--- config.mk ---
export PLATFORM = sky130hd
export DESIGN_NAME = rvc_dmem_arb_flat
export DESIGN_NICKNAME = d
export VERILOG_FILES = /design/src/rtl/rvc_dmem_arb_pkg.sv /design/src/rtl/rvc_dmem_arb_if.sv /design/src/rtl/rvc_dmem_arb_stats.sv /design/src/rtl/rvc_dmem_arb.sv /design/src/flat_wrapper.sv
export SDC_FILE = /design/constraint.sdc
export NUM_CORES = 1
export LEC_CHECK = 0
export ABC_AREA = 1
export CAP_MARGIN = 20
export CORE_MARGIN = 3
export CORE_UTILIZATION = 25
export DETAILED_ROUTE_END_ITERATION = 12
export PLACE_DENSITY = 0.63
export RECOVER_POWER = 25
export REMOVE_ABC_BUFFERS = 1
export SKIP_CTS_REPAIR_TIMING = 1
export SLEW_MARGIN = 20
export SYNTH_ARGS = -nofsm -noshare
export SYNTH_HDL_FRONTEND = slang
export SYNTH_SLANG_ARGS = --single-unit
--- constraint.sdc ---
create_clock -name Clock -period 4.6 [get_ports Clock]
set_input_delay 0.69 -clock Clock [delete_from_list [all_inputs] [get_ports Clock]]
set_output_delay 0.69 -clock Clock [all_outputs]
set_load 0.03 [all_outputs]
--- src/rtl/rvc_dmem_arb_pkg.sv ---
// Shared types and constants for the D_MEM arbiter slice.
// Arbitration FSM states, read-return owner encoding and the D_MEM address window.
package rvc_dmem_arb_pkg;

  typedef enum logic {
    CORE_PRI = 1'b0,
    EXT_PRI  = 1'b1
  } t_arb_state;

  typedef enum logic [1:0] {
    NONE = 2'd0,
    CORE = 2'd1,
    EXT  = 2'd2
  } t_dmem_owner;

  localparam logic [31:0] D_MEM_OFFSET = 32'h1000;
  localparam int          MSB_D_MEM    = 11;

  // Starvation counter width; MAX_STARVE must fit (1..15).
  localparam int STARVE_W = 4;

  // Saturating increment: the starvation counter never wraps.
  function automatic logic [STARVE_W-1:0] starve_inc(input logic [STARVE_W-1:0] cnt,
                                                      input logic [STARVE_W-1:0] max);
    return (cnt >= max) ? max : cnt + 4'd1;
  endfunction

endpackage

--- src/rtl/rvc_dmem_arb_if.sv ---
// Bus bundle between the two D_MEM requesters, the arbiter and the single-port memory.
//
// Handshake semantics:
//  - CoreReq is a one-cycle request. If CoreStall=1 in the same cycle the request was
//    not taken and the core must present it again next cycle; CoreStall=0 with
//    CoreReq=1 means the access went to memory this cycle.
//  - ExtReq is held with stable Wr/Addr/WrData/ByteEn until ExtGnt=1; the access
//    goes to memory in the ExtGnt cycle.
//  - Reads return exactly one cycle after the grant on <owner>RdValid/<owner>RdData.
//    The non-owner's RdData keeps its last returned value.
//  - MemRdEn/MemWrEn strobe one access per cycle; MemRdData is valid the cycle after
//    MemRdEn.
interface rvc_dmem_arb_if #(
  parameter int ADDR_W = 32,
  parameter int DATA_W = 32
);
  // core side
  logic                CoreReq;
  logic                CoreWr;
  logic [ADDR_W-1:0]   CoreAddr;
  logic [DATA_W-1:0]   CoreWrData;
  logic [DATA_W/8-1:0] CoreByteEn;
  logic                CoreStall;
  logic [DATA_W-1:0]   CoreRdData;
  logic                CoreRdValid;
  // external debug/loader side
  logic                ExtReq;
  logic                ExtWr;
  logic [ADDR_W-1:0]   ExtAddr;
  logic [DATA_W-1:0]   ExtWrData;
  logic [DATA_W/8-1:0] ExtByteEn;
  logic                ExtGnt;
  logic [DATA_W-1:0]   ExtRdData;
  logic                ExtRdValid;
  // memory side
  logic                MemRdEn;
  logic                MemWrEn;
  logic [ADDR_W-1:0]   MemAddr;
  logic [DATA_W-1:0]   MemWrData;
  logic [DATA_W/8-1:0] MemByteEn;
  logic [DATA_W-1:0]   MemRdData;

  // Arbiter view.
  modport slave (
    input  CoreReq, CoreWr, CoreAddr, CoreWrData, CoreByteEn,
    output CoreStall, CoreRdData, CoreRdValid,
    input  ExtReq, ExtWr, ExtAddr, ExtWrData, ExtByteEn,
    output ExtGnt, ExtRdData, ExtRdValid,
    output MemRdEn, MemWrEn, MemAddr, MemWrData, MemByteEn,
    input  MemRdData
  );

  // Requesters-plus-memory view.
  modport master (
    output CoreReq, CoreWr, CoreAddr, CoreWrData, CoreByteEn,
    input  CoreStall, CoreRdData, CoreRdValid,
    output ExtReq, ExtWr, ExtAddr, ExtWrData, ExtByteEn,
    input  ExtGnt, ExtRdData, ExtRdValid,
    input  MemRdEn, MemWrEn, MemAddr, MemWrData, MemByteEn,
    output MemRdData
  );
endinterface

--- src/rtl/rvc_dmem_arb_stats.sv ---
// Grant/conflict event counters for the D_MEM arbiter (built only with
// RVC_DMEM_ARB_STATS_EN). 32-bit, reset to 0, wrap naturally.
module rvc_dmem_arb_stats (
  input  logic        Clock,
  input  logic        Rst,
  input  logic        CoreGnt,
  input  logic        ExtGnt,
  input  logic        Conflict,
  output logic [31:0] CntCoreGnt,
  output logic [31:0] CntExtGnt,
  output logic [31:0] CntConflict
);

  // Count one event per cycle on each strobe.
  always_ff @(posedge Clock or posedge Rst) begin
    if (Rst) begin
      CntCoreGnt  <= '0;
      CntExtGnt   <= '0;
      CntConflict <= '0;
    end else begin
      if (CoreGnt)  CntCoreGnt  <= CntCoreGnt  + 32'd1;
      if (ExtGnt)   CntExtGnt   <= CntExtGnt   + 32'd1;
      if (Conflict) CntConflict <= CntConflict + 32'd1;
    end
  end

endmodule

--- src/rtl/rvc_dmem_arb.sv ---
// Single-port D_MEM arbiter: core pipeline vs external debug/loader port.
// Core has priority; after MAX_STARVE consecutive lost conflicts the external port
// wins one conflict. Read data returns one cycle after grant to the owner.
// Optional build macro: RVC_DMEM_ARB_STATS_EN adds CntCoreGnt/CntExtGnt/CntConflict.
module rvc_dmem_arb
  import rvc_dmem_arb_pkg::*;
#(
  parameter int ADDR_W     = 32,
  parameter int DATA_W     = 32,
  parameter int MAX_STARVE = 4
) (
  input  logic                Clock,
  input  logic                Rst,
  rvc_dmem_arb_if.slave       bus,
  output t_arb_state          DbgState,
  output logic [STARVE_W-1:0] DbgStarveCnt
`ifdef RVC_DMEM_ARB_STATS_EN
  ,
  output logic [31:0]         CntCoreGnt,
  output logic [31:0]         CntExtGnt,
  output logic [31:0]         CntConflict
`endif
);

  localparam logic [STARVE_W-1:0] STARVE_MAX  = STARVE_W'(MAX_STARVE);
  localparam logic [STARVE_W-1:0] STARVE_LAST = STARVE_W'(MAX_STARVE - 1);

  t_arb_state          state_q, state_d;
  logic [STARVE_W-1:0] starve_q, starve_d;
  t_dmem_owner         owner_q, owner_d;
  logic [DATA_W-1:0]   core_rd_q, ext_rd_q;

  logic                core_req, ext_req, conflict;
  logic                core_gnt, ext_gnt;
  logic [ADDR_W-1:0]   mem_addr;
  logic [DATA_W-1:0]   mem_wr_data;
  logic [DATA_W/8-1:0] mem_byte_en;

  // Requests are ignored while reset is asserted so no strobe escapes during reset.
  assign core_req = bus.CoreReq & ~Rst;
  assign ext_req  = bus.ExtReq  & ~Rst;
  assign conflict = core_req & ext_req;

  // Same-cycle grant: core wins unless the starvation guard has flipped priority.
  always_comb begin
    core_gnt = 1'b0;
    ext_gnt  = 1'b0;
    if (conflict) begin
      core_gnt = (state_q == CORE_PRI);
      ext_gnt  = (state_q == EXT_PRI);
    end else begin
      core_gnt = core_req;
      ext_gnt  = ext_req;
    end
  end

  // Memory request mux; address/data are zero when nobody is granted.
  always_comb begin
    mem_addr    = '0;
    mem_wr_data = '0;
    mem_byte_en = '0;
    if (core_gnt) begin
      mem_addr    = bus.CoreAddr;
      mem_wr_data = bus.CoreWrData;
      mem_byte_en = bus.CoreByteEn;
    end else if (ext_gnt) begin
      mem_addr    = bus.ExtAddr;
      mem_wr_data = bus.ExtWrData;
      mem_byte_en = bus.ExtByteEn;
    end
  end

  assign bus.MemRdEn   = (core_gnt & ~bus.CoreWr) | (ext_gnt & ~bus.ExtWr);
  assign bus.MemWrEn   = (core_gnt &  bus.CoreWr) | (ext_gnt &  bus.ExtWr);
  assign bus.MemAddr   = mem_addr;
  assign bus.MemWrData = mem_wr_data;
  assign bus.MemByteEn = mem_byte_en;
  assign bus.CoreStall = core_req & ~core_gnt;
  assign bus.ExtGnt    = ext_gnt;

  // Priority FSM and starvation counter: next-state logic.
  always_comb begin
    state_d  = state_q;
    starve_d = starve_q;
    case (state_q)
      CORE_PRI: begin
        if (ext_gnt) begin
          starve_d = '0;
        end else if (conflict) begin
          starve_d = starve_inc(starve_q, STARVE_MAX);
          if (starve_q >= STARVE_LAST) state_d = EXT_PRI;
        end
      end
      EXT_PRI: begin
        // Leave on the forced grant, or if the external requester gave up.
        if (ext_gnt || !ext_req) begin
          state_d  = CORE_PRI;
          starve_d = '0;
        end
      end
      default: begin
        state_d  = CORE_PRI;
        starve_d = '0;
      end
    endcase
  end

  // Priority FSM and starvation counter: state register.
  always_ff @(posedge Clock or posedge Rst) begin
    if (Rst) begin
      state_q  <= CORE_PRI;
      starve_q <= '0;
    end else begin
      state_q  <= state_d;
      starve_q <= starve_d;
    end
  end

  assign DbgState     = state_q;
  assign DbgStarveCnt = starve_q;

  // Remember who owns the read that memory will answer next cycle.
  always_comb begin
    owner_d = NONE;
    if (core_gnt && !bus.CoreWr)     owner_d = CORE;
    else if (ext_gnt && !bus.ExtWr)  owner_d = EXT;
  end

  // Read-owner register; reset drops any in-flight return.
  always_ff @(posedge Clock or posedge Rst) begin
    if (Rst) owner_q <= NONE;
    else     owner_q <= owner_d;
  end

  // Per-requester data hold registers capture each returned word.
  always_ff @(posedge Clock or posedge Rst) begin
    if (Rst) begin
      core_rd_q <= '0;
      ext_rd_q  <= '0;
    end else begin
      if (owner_q == CORE) core_rd_q <= bus.MemRdData;
      if (owner_q == EXT)  ext_rd_q  <= bus.MemRdData;
    end
  end

  assign bus.CoreRdValid = (owner_q == CORE);
  assign bus.ExtRdValid  = (owner_q == EXT);
  assign bus.CoreRdData  = (owner_q == CORE) ? bus.MemRdData : core_rd_q;
  assign bus.ExtRdData   = (owner_q == EXT)  ? bus.MemRdData : ext_rd_q;

`ifdef RVC_DMEM_ARB_STATS_EN
  rvc_dmem_arb_stats u_stats (
    .Clock       (Clock),
    .Rst         (Rst),
    .CoreGnt     (core_gnt),
    .ExtGnt      (ext_gnt),
    .Conflict    (conflict),
    .CntCoreGnt  (CntCoreGnt),
    .CntExtGnt   (CntExtGnt),
    .CntConflict (CntConflict)
  );
`endif

endmodule

--- src/flat_wrapper.sv ---
// flat-port wrapper written by rule: the top's interface ports become plain ports
module rvc_dmem_arb_flat import rvc_dmem_arb_pkg::*;
#(
  parameter int ADDR_W     = 32,
  parameter int DATA_W     = 32,
  parameter int MAX_STARVE = 4
)
  (Clock, Rst, DbgState, DbgStarveCnt, bus_CoreReq, bus_CoreWr, bus_CoreAddr, bus_CoreWrData, bus_CoreByteEn, bus_CoreStall, bus_CoreRdData, bus_CoreRdValid, bus_ExtReq, bus_ExtWr, bus_ExtAddr, bus_ExtWrData, bus_ExtByteEn, bus_ExtGnt, bus_ExtRdData, bus_ExtRdValid, bus_MemRdEn, bus_MemWrEn, bus_MemAddr, bus_MemWrData, bus_MemByteEn, bus_MemRdData);
  rvc_dmem_arb_if #(.ADDR_W(ADDR_W), .DATA_W(DATA_W)) bus_i ();
  input  logic Clock;
  input  logic Rst;
  output t_arb_state DbgState;
  output logic [STARVE_W-1:0] DbgStarveCnt;
  input wire logic [$bits(bus_i.CoreReq)-1:0] bus_CoreReq;
  input wire logic [$bits(bus_i.CoreWr)-1:0] bus_CoreWr;
  input wire logic [$bits(bus_i.CoreAddr)-1:0] bus_CoreAddr;
  input wire logic [$bits(bus_i.CoreWrData)-1:0] bus_CoreWrData;
  input wire logic [$bits(bus_i.CoreByteEn)-1:0] bus_CoreByteEn;
  output wire logic [$bits(bus_i.CoreStall)-1:0] bus_CoreStall;
  output wire logic [$bits(bus_i.CoreRdData)-1:0] bus_CoreRdData;
  output wire logic [$bits(bus_i.CoreRdValid)-1:0] bus_CoreRdValid;
  input wire logic [$bits(bus_i.ExtReq)-1:0] bus_ExtReq;
  input wire logic [$bits(bus_i.ExtWr)-1:0] bus_ExtWr;
  input wire logic [$bits(bus_i.ExtAddr)-1:0] bus_ExtAddr;
  input wire logic [$bits(bus_i.ExtWrData)-1:0] bus_ExtWrData;
  input wire logic [$bits(bus_i.ExtByteEn)-1:0] bus_ExtByteEn;
  output wire logic [$bits(bus_i.ExtGnt)-1:0] bus_ExtGnt;
  output wire logic [$bits(bus_i.ExtRdData)-1:0] bus_ExtRdData;
  output wire logic [$bits(bus_i.ExtRdValid)-1:0] bus_ExtRdValid;
  output wire logic [$bits(bus_i.MemRdEn)-1:0] bus_MemRdEn;
  output wire logic [$bits(bus_i.MemWrEn)-1:0] bus_MemWrEn;
  output wire logic [$bits(bus_i.MemAddr)-1:0] bus_MemAddr;
  output wire logic [$bits(bus_i.MemWrData)-1:0] bus_MemWrData;
  output wire logic [$bits(bus_i.MemByteEn)-1:0] bus_MemByteEn;
  input wire logic [$bits(bus_i.MemRdData)-1:0] bus_MemRdData;
  assign bus_i.CoreReq = bus_CoreReq;
  assign bus_i.CoreWr = bus_CoreWr;
  assign bus_i.CoreAddr = bus_CoreAddr;
  assign bus_i.CoreWrData = bus_CoreWrData;
  assign bus_i.CoreByteEn = bus_CoreByteEn;
  assign bus_CoreStall = bus_i.CoreStall;
  assign bus_CoreRdData = bus_i.CoreRdData;
  assign bus_CoreRdValid = bus_i.CoreRdValid;
  assign bus_i.ExtReq = bus_ExtReq;
  assign bus_i.ExtWr = bus_ExtWr;
  assign bus_i.ExtAddr = bus_ExtAddr;
  assign bus_i.ExtWrData = bus_ExtWrData;
  assign bus_i.ExtByteEn = bus_ExtByteEn;
  assign bus_ExtGnt = bus_i.ExtGnt;
  assign bus_ExtRdData = bus_i.ExtRdData;
  assign bus_ExtRdValid = bus_i.ExtRdValid;
  assign bus_MemRdEn = bus_i.MemRdEn;
  assign bus_MemWrEn = bus_i.MemWrEn;
  assign bus_MemAddr = bus_i.MemAddr;
  assign bus_MemWrData = bus_i.MemWrData;
  assign bus_MemByteEn = bus_i.MemByteEn;
  assign bus_i.MemRdData = bus_MemRdData;
  rvc_dmem_arb #(.ADDR_W(ADDR_W), .DATA_W(DATA_W), .MAX_STARVE(MAX_STARVE)) u_core (.Clock(Clock), .Rst(Rst), .bus(bus_i), .DbgState(DbgState), .DbgStarveCnt(DbgStarveCnt));
endmodule
* Yosys cells after proc, flatten, opt, wreduce, memory -nomap -nowiden
Index checks and enable logic that the tools add are counted.
Word-level totals: register bits 71
Cells by class: $add $sub $neg 1, magnitude comparators 2, eq/ne operators 4, multiplexer cells 22, bitwise operators 15, reductions and logical operators 7
Operators by type and width (count):
- 32-bit two-way mux | 6
- 4-bit two-way mux | 6
- 1-bit AND | 8
- 4-bit one-hot mux with 2 select lines | 1
- 1-bit two-way mux | 6
- 1-bit inverter | 5
- 4-bit by 1-bit adder with 4-bit output (second input constant) | 1
- 4-bit by 2-bit greater-or-equal comparator with 1-bit output (second input constant) | 1
- 4-bit by 3-bit greater-or-equal comparator with 1-bit output (second input constant) | 1
- 2-bit two-way mux | 2
- 1-bit zero test | 3
- 3-bit by 1-bit != test with 1-bit output (second input constant) | 1
- 2-bit by 1-bit == test with 1-bit output (second input constant) | 1
- 2-bit == test (second input constant) | 1
- 1-bit logical AND | 2
- 2-bit != test (second input constant) | 1
- 1-bit OR | 2
- 1-bit one-hot mux with 2 select lines | 1
- 2-bit AND reduction | 1
- 1-bit logical OR | 1

* Logic depth before layout (Yosys ltp)
Gate-level depths: netlist of run 1.
word-level depth 7, mapped depth 6, gate-level depth less buffers 5

* Least setup slack after synthesis of run 1
No wires, ideal clock.
kind input-to-reg, start point in Rst, end point reg u_core.starve_q[2] (netlist: u_core.DbgStarveCnt[2]), setup time 0.065 ns, arrival 2.629 ns, data required time 4.535 ns, path slack 1.906 ns, cell stages on the path 5, buffers on the path 0, cell sequence inv_1 nand2_1 nor2_1 nand2_1 nand2_1
Between the ends: word-level cells in the longest chain between the ends 7
Ends and longest elaborated chain:
- from (decl) | RTL line flat_wrapper.sv:11 | input logic Rst;
- 1-bit inverter * | RTL line rvc_dmem_arb.sv:40, rvc_dmem_arb.sv:41
- 1-bit AND, on equally long branches | RTL line rvc_dmem_arb.sv:40, rvc_dmem_arb.sv:41
- 1-bit AND | RTL line rvc_dmem_arb.sv:42 | assign conflict = core_req & ext_req;
- 1-bit two-way mux | RTL line rvc_dmem_arb.sv:48 | if (conflict) begin
- 1-bit logical OR | RTL line rvc_dmem_arb.sv:96 | if (ext_gnt || !ext_req) begin
- 2-bit != test (no line)
- 2-bit AND reduction (no line)
- to (signal assigned) | RTL line rvc_dmem_arb.sv:115 | starve_q <= starve_d;
- to (decl) | RTL line rvc_dmem_arb.sv:29 | logic [STARVE_W-1:0] starve_q, starve_d;
Every way passes the cells marked *; elsewhere a longest branch is shown, timed or not. A chain may end at the register's enable or synchronous reset.

* Final worst setup path of run 1
start point in Rst, end point out bus_MemAddr[13]
Between the ends: word-level cells in the longest chain between the ends 6
Ends and longest elaborated chain:
- 1-bit inverter * | RTL line rvc_dmem_arb.sv:40, rvc_dmem_arb.sv:41
- 1-bit AND, on equally long branches | RTL line rvc_dmem_arb.sv:40, rvc_dmem_arb.sv:41
- 1-bit AND | RTL line rvc_dmem_arb.sv:42
- 1-bit two-way mux | RTL line rvc_dmem_arb.sv:48
- 32-bit two-way mux | RTL line rvc_dmem_arb.sv:66 | end else if (ext_gnt) begin
- 32-bit two-way mux * | RTL line rvc_dmem_arb.sv:62 | if (core_gnt) begin
- to (decl) | RTL line flat_wrapper.sv:32 | output wire logic [$bits(bus_i.MemAddr)-1:0] bus_MemAddr;
Marks and branches as above.

==> metrics.sh, run 1 <==
WORST-ENDPOINT-REQUIRED_NS=3.91
DRT_DRC_VIOLATIONS_LEFT=0
RSZ0062_AT_GRT='false'
POST-SYNTH-TOP-AREA-CELL='sky130_fd_sc_hd__dfrtp_1'
WHS_NS=0.493
GRT_UTIL_ALL_LAYERS_PCT=18.8
SETUP.WORST_PATH.END_CLASS='primary output'
FINALHOLDVIOLCOUNT=0
PORT_BUFFERS=316
HOLDCRITPATHCLASS='flop to flop'
POST_ROUTE_UTILIZATION_PCT=49.9
DESIGN.CORE.AREA_SQ_MM=0.0148
ANTENNA_VIOLATING_NETS_POST_ROUTE=0
SLEW_HEADROOM_PCT=17.4
FINAL.PERIOD_UTILIZATION_PCT=83.3
DRT-PASS1-ITER-COUNT=4
SYNTH-SEQ-CELLS=71
WORST-PATH-MAX-FANOUT=73
NETLIST_TOP_CELLS_AREA='sky130_fd_sc_hd__dfrtp_1, sky130_fd_sc_hd__nand3_1, sky130_fd_sc_hd__nand2_1'
TOTAL_LEAKAGE_POWER_nW=3.46
WORST_SKEW_PAIR.LATE_LATENCY_NS=0.32
SYNTH_TOP_FLOP_CELL='sky130_fd_sc_hd__dfrtp_1'
YS_WARN_COUNT=0
SYNTH.TOP_CELLS.BY_COUNT='sky130_fd_sc_hd__nand2_1, sky130_fd_sc_hd__nand3_1, sky130_fd_sc_hd__dfrtp_1'
CRITICAL_PATH_ARRIVAL_NS=3.14
FINAL_CELLS=1007
ANTENNA_VIOLATIONS_BEFORE_REPAIR=1
VIAS=4659
POST_DP_CELL_AREA_SQ_MM=0.00709
P_PER_AREA_mW_PER_MM2=344
CTS_SINK_CNT=71
DRIVE_ABOVE_1_SHARE_PCT=3.28
CLOCK.FMAX_MHz=261
DPL.CELL_COUNT=991
YS_SEQ_AREA_SHARE_PCT=46.2
ROUTED_VIA_DENSITY=4.63
SETUP_VIOL=0
GRT_OVERFLOW=0
POSTSYNTHCELLCOUNT=527
WEIGHTED_CONGESTION_REPORTED_AT_THE_END_OF_ROUTABILITY_DRIVEN_PLACEMENT=0.932
FINAL_PERIOD_MINUS_WORST_SETUP_SLACK_NS=3.83
GRT_MAX_DEGREE=74
DESIGN.PORTCOUNT=317
WORSTSETUPPATHTYPE='input port to primary output'
POSTSYNTH.ASYNCRESETSHARE_PCT=100
SYNTH.CELL_AREA_SQ_MM=0.00385
SYNTH_EDF_COUNT=0
DIE-HEIGHT_UM=130
AVGROUTEDWIREPERCELL_UM=16.9
DIE_AREA_SQ_MM=0.0169
DIE_WIDTH_UM=130
NUMBER_OF_MAXIMUM_CAPACITANCE_VIOLATIONS=0
TRITONCTS='yes'
DETAIL_ROUTE.ITER0.VIOLATIONS=209
ROUTE.FINAL.WIRE_LENGTH_UM=17100
DETAILED_PLACE_HPWL_UM=13700
DIODES=0
LAYOUT-AREA-OVERHEAD-VS-SYNTH_PCT=92.0
CTSLONGESTPATHBUFFERS=2
POST-SYNTH-TOP-AREA-FRACTION_PCT=46.2
CLOCK_SKEW_NS=0.00422
GRT_FIRST_PASS_WIRELENGTH_UM=24800
STATUS='complete, no violations'
PEAKVDDDROP_mV=0.151
NNETSFINAL=993
SYNTH_AREA_PER_CELL_SQ_UM=7.30
NUMBER_OF_GLOBAL_ROUTE_VIAS_BEFORE_REPAIR=4597
CRITICAL_PATH.STARTPOINT_TYPE='input port'
SLEW_VIOLATIONS=0
HTREE_DEPTH=3
INITIAL_UTILIZATION_PCT=26.0
YOSYS.CELL_COUNT.TOP_TYPE='sky130_fd_sc_hd__nand2_1'
FINISH.INSTANCE_AREA_SQ_MM=0.00739
SYNTH.DISTINCT_CELLS=18
CTS_BUFFERS=9
ROWS=44
ROOT_BUFFER='sky130_fd_sc_hd__clkbuf_16'
TIGHTESTPINTRANSITION_NS=1.24
CLOCK_TRANSITION_AT_THE_REGISTERS_OF_THE_REPORTED_PATHS_NS=0.05
## power by group
part / total (W) / leakage, nW / switching, W / internal (W)
registers: 0.000784 / 0.876 / 0.0000367 / 0.000747
logic: 0.00109 / 2.44 / 0.000620 / 0.000471
clock network: 0.000669 / 0.146 / 0.000238 / 0.000431
total: 0.00254 / 3.46 / 0.000895 / 0.00165
## layer usage
metal	wire (um)	GRT usage, %	part of all wire [%]
met1	6360	21.1	37
met2	8440	32.6	49
met3	1750	7.12	10
met4	488	6.91	2.9
met5	13	0	0.076
## critical path, stage by stage
cell	delay, ns
sky130_fd_sc_hd__dlygate4sd3_1	0.66
sky130_fd_sc_hd__nor2_4	0.15
sky130_fd_sc_hd__buf_4	0.58
sky130_fd_sc_hd__nand3_1	0.23
sky130_fd_sc_hd__nand2_1	0.14
sky130_fd_sc_hd__clkdlybuf4s50_1	0.67
## stage by stage
step	worst slack, ns	power, W	setup TNS (ns)
after CTS	0.825	0.00258	0
after global routing	0.610	0.00267	0
after detailed placement	0.824	0.00190	0
final	0.770	0.00254	0
after global placement	0.873	0.00188	0
after floorplan	-0.203	0.00133	-8.84
## layout make-up
type                       count  area [sq um]
fill                        1424          7420
clock inverter                 4          45.0
inverter                      49           184
sequential                    71          1780
tap                          184           230
multi-input combinational    364          1660
clock buffer                  12           246
timing repair buffer         323          3240
## final timing paths
path,startpoint,cells past startpoint,slack [ns],endpoint
min in group asynchronous,Rst,2,1.22,u_core.owner_q[1]
max in group asynchronous,Rst,3,2.24,u_core.DbgStarveCnt[0]
max reg2reg,u_core.owner_q[1],4,2.56,u_core.core_rd_q[10]
min,u_core.ext_rd_q[5],2,0.49,u_core.ext_rd_q[5]
min reg2reg,u_core.ext_rd_q[5],2,0.49,u_core.ext_rd_q[5]
max,Rst,6,0.77,bus_MemAddr[13]
## cell families (layout without fill, tap and decap cells)
group / count (synthesis) / in the layout / share of synthesized area [%]
AO/OA/AOI/OAI: 64 / 64 / 8.33
adder cells (fa/ha/maj): 1 / 1 / 0.325
buffers and inverters: 92 / 388 / 11.0
flip-flops: 71 / 71 / 46.2
AND/OR/NAND/NOR: 299 / 299 / 34.1
## placed cells by master (no fill, tap or decap), types with 2 or more instances in the layout
master                            count
sky130_fd_sc_hd__clkdlybuf4s50_1    315
sky130_fd_sc_hd__nand2_1            148
sky130_fd_sc_hd__nand3_1            139
sky130_fd_sc_hd__dfrtp_1             71
sky130_fd_sc_hd__o21ai_0             63
sky130_fd_sc_hd__inv_1               47
sky130_fd_sc_hd__clkbuf_16            9
sky130_fd_sc_hd__buf_4                5
sky130_fd_sc_hd__nor2_1               4
sky130_fd_sc_hd__clkinv_2             3
sky130_fd_sc_hd__nor2_4               2
sky130_fd_sc_hd__nand2_2              2
sky130_fd_sc_hd__nand3b_1             2
sky130_fd_sc_hd__clkbuf_1             2
sky130_fd_sc_hd__buf_12               2
## flip-flops by register name (all words and copies together), names as in the netlist
signal / cells
u_core.core_rd_q: 32
u_core.ext_rd_q: 32
u_core.DbgStarveCnt: 4
u_core.owner_q: 2
u_core.DbgState: 1
(Power assumes the default switching activity.)
==> run 2: changes to the inputs <==
--- a/config.mk
+++ b/config.mk
@@ -10,7 +10,7 @@
 export CORE_MARGIN = 3
 export CORE_UTILIZATION = 25
 export DETAILED_ROUTE_END_ITERATION = 12
-export PLACE_DENSITY = 0.63
+export PLACE_DENSITY = 0.65
 export RECOVER_POWER = 25
 export REMOVE_ABC_BUFFERS = 1
 export SKIP_CTS_REPAIR_TIMING = 1
==> constraint.sdc (replaced) <==
create_clock -name Clock -period 3.5 [get_ports Clock]
set_input_delay 0.525 -clock Clock [delete_from_list [all_inputs] [get_ports Clock]]
set_output_delay 0.525 -clock Clock [all_outputs]
set_load 0.03 [all_outputs]
==> run 2 against run 1 <==
Against the previous run:
- the flow now finishes with violations (capacitance limit, slew limit)
- total power rose by 33%
- cell count rose by 0.50%
- worst setup slack got worse by 0.42 ns
- count of clock-buffer cells in the layout fell by 3
- sequential share of layout area fell by 0.23 points
- register-to-register slack got worse by 0.52 ns
- global-route usage fell by 0.64 points
- core utilization rose by 0.47 points
- critical path depth did not move
- critical endpoint is now bus_MemAddr[25]
- largest cell class unchanged
- largest power group unchanged
- highest routed layer unchanged
==> metrics.sh, run 2 (synthesis gave the netlist of run 1 again) <==
LAYOUT-AREA-OVERHEAD-VS-SYNTH_PCT=93.9  # was 92.0%
RR_ENDPOINT='u_core.core_rd_q[5]'  # was u_core.core_rd_q[10]
DETAIL_ROUTE.ITER0.VIOLATIONS=233  # was 209
WORST-PATH-MAX-FANOUT=73  # unchanged
GRT_FIRST_PASS_WIRELENGTH_UM=23800  # was 24,800 um
WORST_R2R_PATH_DEPTH=4  # unchanged
CLOCK_SKEW_NS=0.00817  # was 0.00422 ns
CLOCK_TRANSITION_AT_THE_REGISTERS_OF_THE_REPORTED_PATHS_NS=0.05  # about the same
CRITICAL_PATH_ARRIVAL_NS=2.62  # was 3.14 ns
CTS_BUFFERS=9  # unchanged
ROUTE.FINAL.WIRE_LENGTH_UM=16400  # was 17,100 um
VIAS=4531  # was 4,659
PEAKVDDDROP_mV=0.211  # was 0.151 mV
AVGROUTEDWIREPERCELL_UM=16.2  # was 16.9 um
SETUP_VIOL=0  # unchanged
ROWS=44  # unchanged
TIGHTESTPINTRANSITION_NS=1.54  # was 1.24 ns
ROUTED_VIA_DENSITY=4.48  # was 4.63
PORT_BUFFERS=316  # unchanged
FINALHOLDVIOLCOUNT=0  # unchanged
DIODES=0  # unchanged
DIE_WIDTH_UM=130  # unchanged
CTS_SINK_CNT=71  # unchanged
TRITONCTS='yes'  # unchanged
DESIGN.PORTCOUNT=317  # unchanged
SLEW_VIOLATIONS=29  # was 0
ROOT_BUFFER='sky130_fd_sc_hd__clkbuf_16'  # unchanged
DIE_AREA_SQ_MM=0.0169  # unchanged
HOLDCRITPATHCLASS='flop to flop'  # unchanged
INITIAL_UTILIZATION_PCT=26.0  # unchanged
WORST_SKEW_PAIR.LATE_LATENCY_NS=0.33  # was 0.32 ns
DRT-PASS1-ITER-COUNT=4  # unchanged
SETUP.WORST_PATH.END_CLASS='primary output'  # unchanged
GRT_UTIL_ALL_LAYERS_PCT=18.2  # was 18.8%
DRT_DRC_VIOLATIONS_LEFT=0  # unchanged
CRIT_START='Rst'  # unchanged
SETUP.REG_TO_REG.WORST_SLACK_NS=2.04  # was 2.56 ns
ANTENNA_VIOLATING_NETS_POST_ROUTE=0  # unchanged
VIOLATIONS='capacitance limit, slew limit'
HTREE_DEPTH=3  # unchanged
WORST-ENDPOINT-REQUIRED_NS=2.97  # was 3.91 ns
LAYOUT_COMMON_CELLS='sky130_fd_sc_hd__clkdlybuf4s50_1, sky130_fd_sc_hd__nand2_1, sky130_fd_sc_hd__nand3_1'  # unchanged
FINAL_PERIOD_MINUS_WORST_SETUP_SLACK_NS=3.15
DRIVE_ABOVE_1_SHARE_PCT=4.71  # was 3.28%
NNETSFINAL=998  # was 993
DESIGN.CORE.AREA_SQ_MM=0.0148  # unchanged
REGTOREGSTARTPOINT='u_core.owner_q[1]'  # unchanged
LAYOUT.FILLER_CELLS=1431  # was 1,424
CRITICAL_PATH.STARTPOINT_TYPE='input port'  # unchanged
GRT_OVERFLOW=0  # unchanged
CLOCK.FMAX_MHz=318
FINAL.PERIOD_UTILIZATION_PCT=90.0
POST_ROUTE_UTILIZATION_PCT=50.3  # was 49.9%
HP-START='u_core.core_rd_q[18]'  # was u_core.ext_rd_q[5]
FINALPOWER_W=0.00339  # was 0.00254 W
CAPTURE_POINT_OF_THE_WORST_PATH='bus_MemAddr[25]'  # was bus_MemAddr[13]
WORSTSETUPPATHTYPE='input port to primary output'  # unchanged
NUMBER_OF_MAXIMUM_CAPACITANCE_VIOLATIONS=1  # was 0
GRT_MAX_DEGREE=74  # unchanged
TOTAL_LEAKAGE_POWER_nW=3.50  # was 3.46 nW
CTSLONGESTPATHBUFFERS=2  # unchanged
RSZ0062_AT_GRT='false'  # unchanged
DETAILED_PLACE_HPWL_UM=12900  # was 13,700 um
SLEW_HEADROOM_PCT=-2.69  # was 17.4%
FINAL_COMMON_CELL='sky130_fd_sc_hd__clkdlybuf4s50_1'  # unchanged
STATUS='finished, violations left'  # was complete, no violations
DIE-HEIGHT_UM=130  # unchanged
NUMBER_OF_GLOBAL_ROUTE_VIAS_BEFORE_REPAIR=4368  # was 4,597
WEIGHTED_CONGESTION_REPORTED_AT_THE_END_OF_ROUTABILITY_DRIVEN_PLACEMENT=0.873  # was 0.932
P_PER_AREA_mW_PER_MM2=454  # was 344 mW/mm^2
ANTENNA_VIOLATIONS_BEFORE_REPAIR=0  # was 1
## run 2: cell types whose count changed in the layout (fill, tap and decap cells not counted), sizes merged
| cell | before | now |
|---|---|---|
| buf | 7 | 15 |
| clkbuf | 12 | 11 |
| clkdlybuf4s50 | 315 | 310 |
| clkinv | 4 | 3 |
| clkinvlp | 0 | 2 |
| inv | 48 | 50 |
## run 2: worst min path at each step
stage | slack (ns) | cells after the start | to
floorplan | 0.67 | 2 | u_core.DbgStarveCnt[2]
global placement | 0.48 | 2 | u_core.core_rd_q[16]
detailed placement | 0.48 | 2 | u_core.ext_rd_q[27]
CTS | 0.50 | 2 | u_core.core_rd_q[30]
global route | 0.51 | 2 | u_core.DbgStarveCnt[2]
finish | 0.49 | 2 | u_core.core_rd_q[18]
## run 2: layout make-up
type	count	area (sq um)	share of cell area (%)
repair buffers	328	3300	44.2
multi-input cells	364	1660	22.3
clock inverters	7	80.1	1.07
well taps	184	230	3.09
flip-flops and latches	71	1780	23.8
clock buffers	9	225	3.02
inverters	49	184	2.47
## run 2: power by group
group	total (W)	switching [W]	leakage, nW	internal (W)
clock	0.000922	0.000363	0.143	0.000559
sequential	0.00103	0.0000452	0.876	0.000980
combinational	0.00144	0.000809	2.48	0.000629
## run 2: per-stage QoR
step                      std cells  worst slack [ns]  setup TNS, ns  hold slack [ns]  cell area (sq um)
after CTS                      1012             0.406              0            0.501               7460
after global placement          996             0.427              0            0.480               7160
after global routing           1012             0.254              0            0.506               7460
after floorplan                 484            -0.973         -63.88            0.666               3610
final                          1012             0.350              0            0.492               7460
after detailed placement        996             0.405              0            0.484               7160
## run 2: critical path, stage by stage
cell and delay, ns:
sky130_fd_sc_hd__dlygate4sd3_1 0.64, sky130_fd_sc_hd__nor2_4 0.18, sky130_fd_sc_hd__buf_12 0.29, sky130_fd_sc_hd__nand3_1 0.16
sky130_fd_sc_hd__nand2_1 0.11, sky130_fd_sc_hd__clkdlybuf4s50_1 0.68
## run 2: metal layers
metal	vias up	wire length [um]	share of wire [%]	global-route usage, %
met1	1996	6450	39	21.2
li1	2311	-	-	-
met5	-	34	0.21	0
met4	2	394	2.4	5.81
met2	202	7800	48	30.2
met3	20	1720	11	7.86
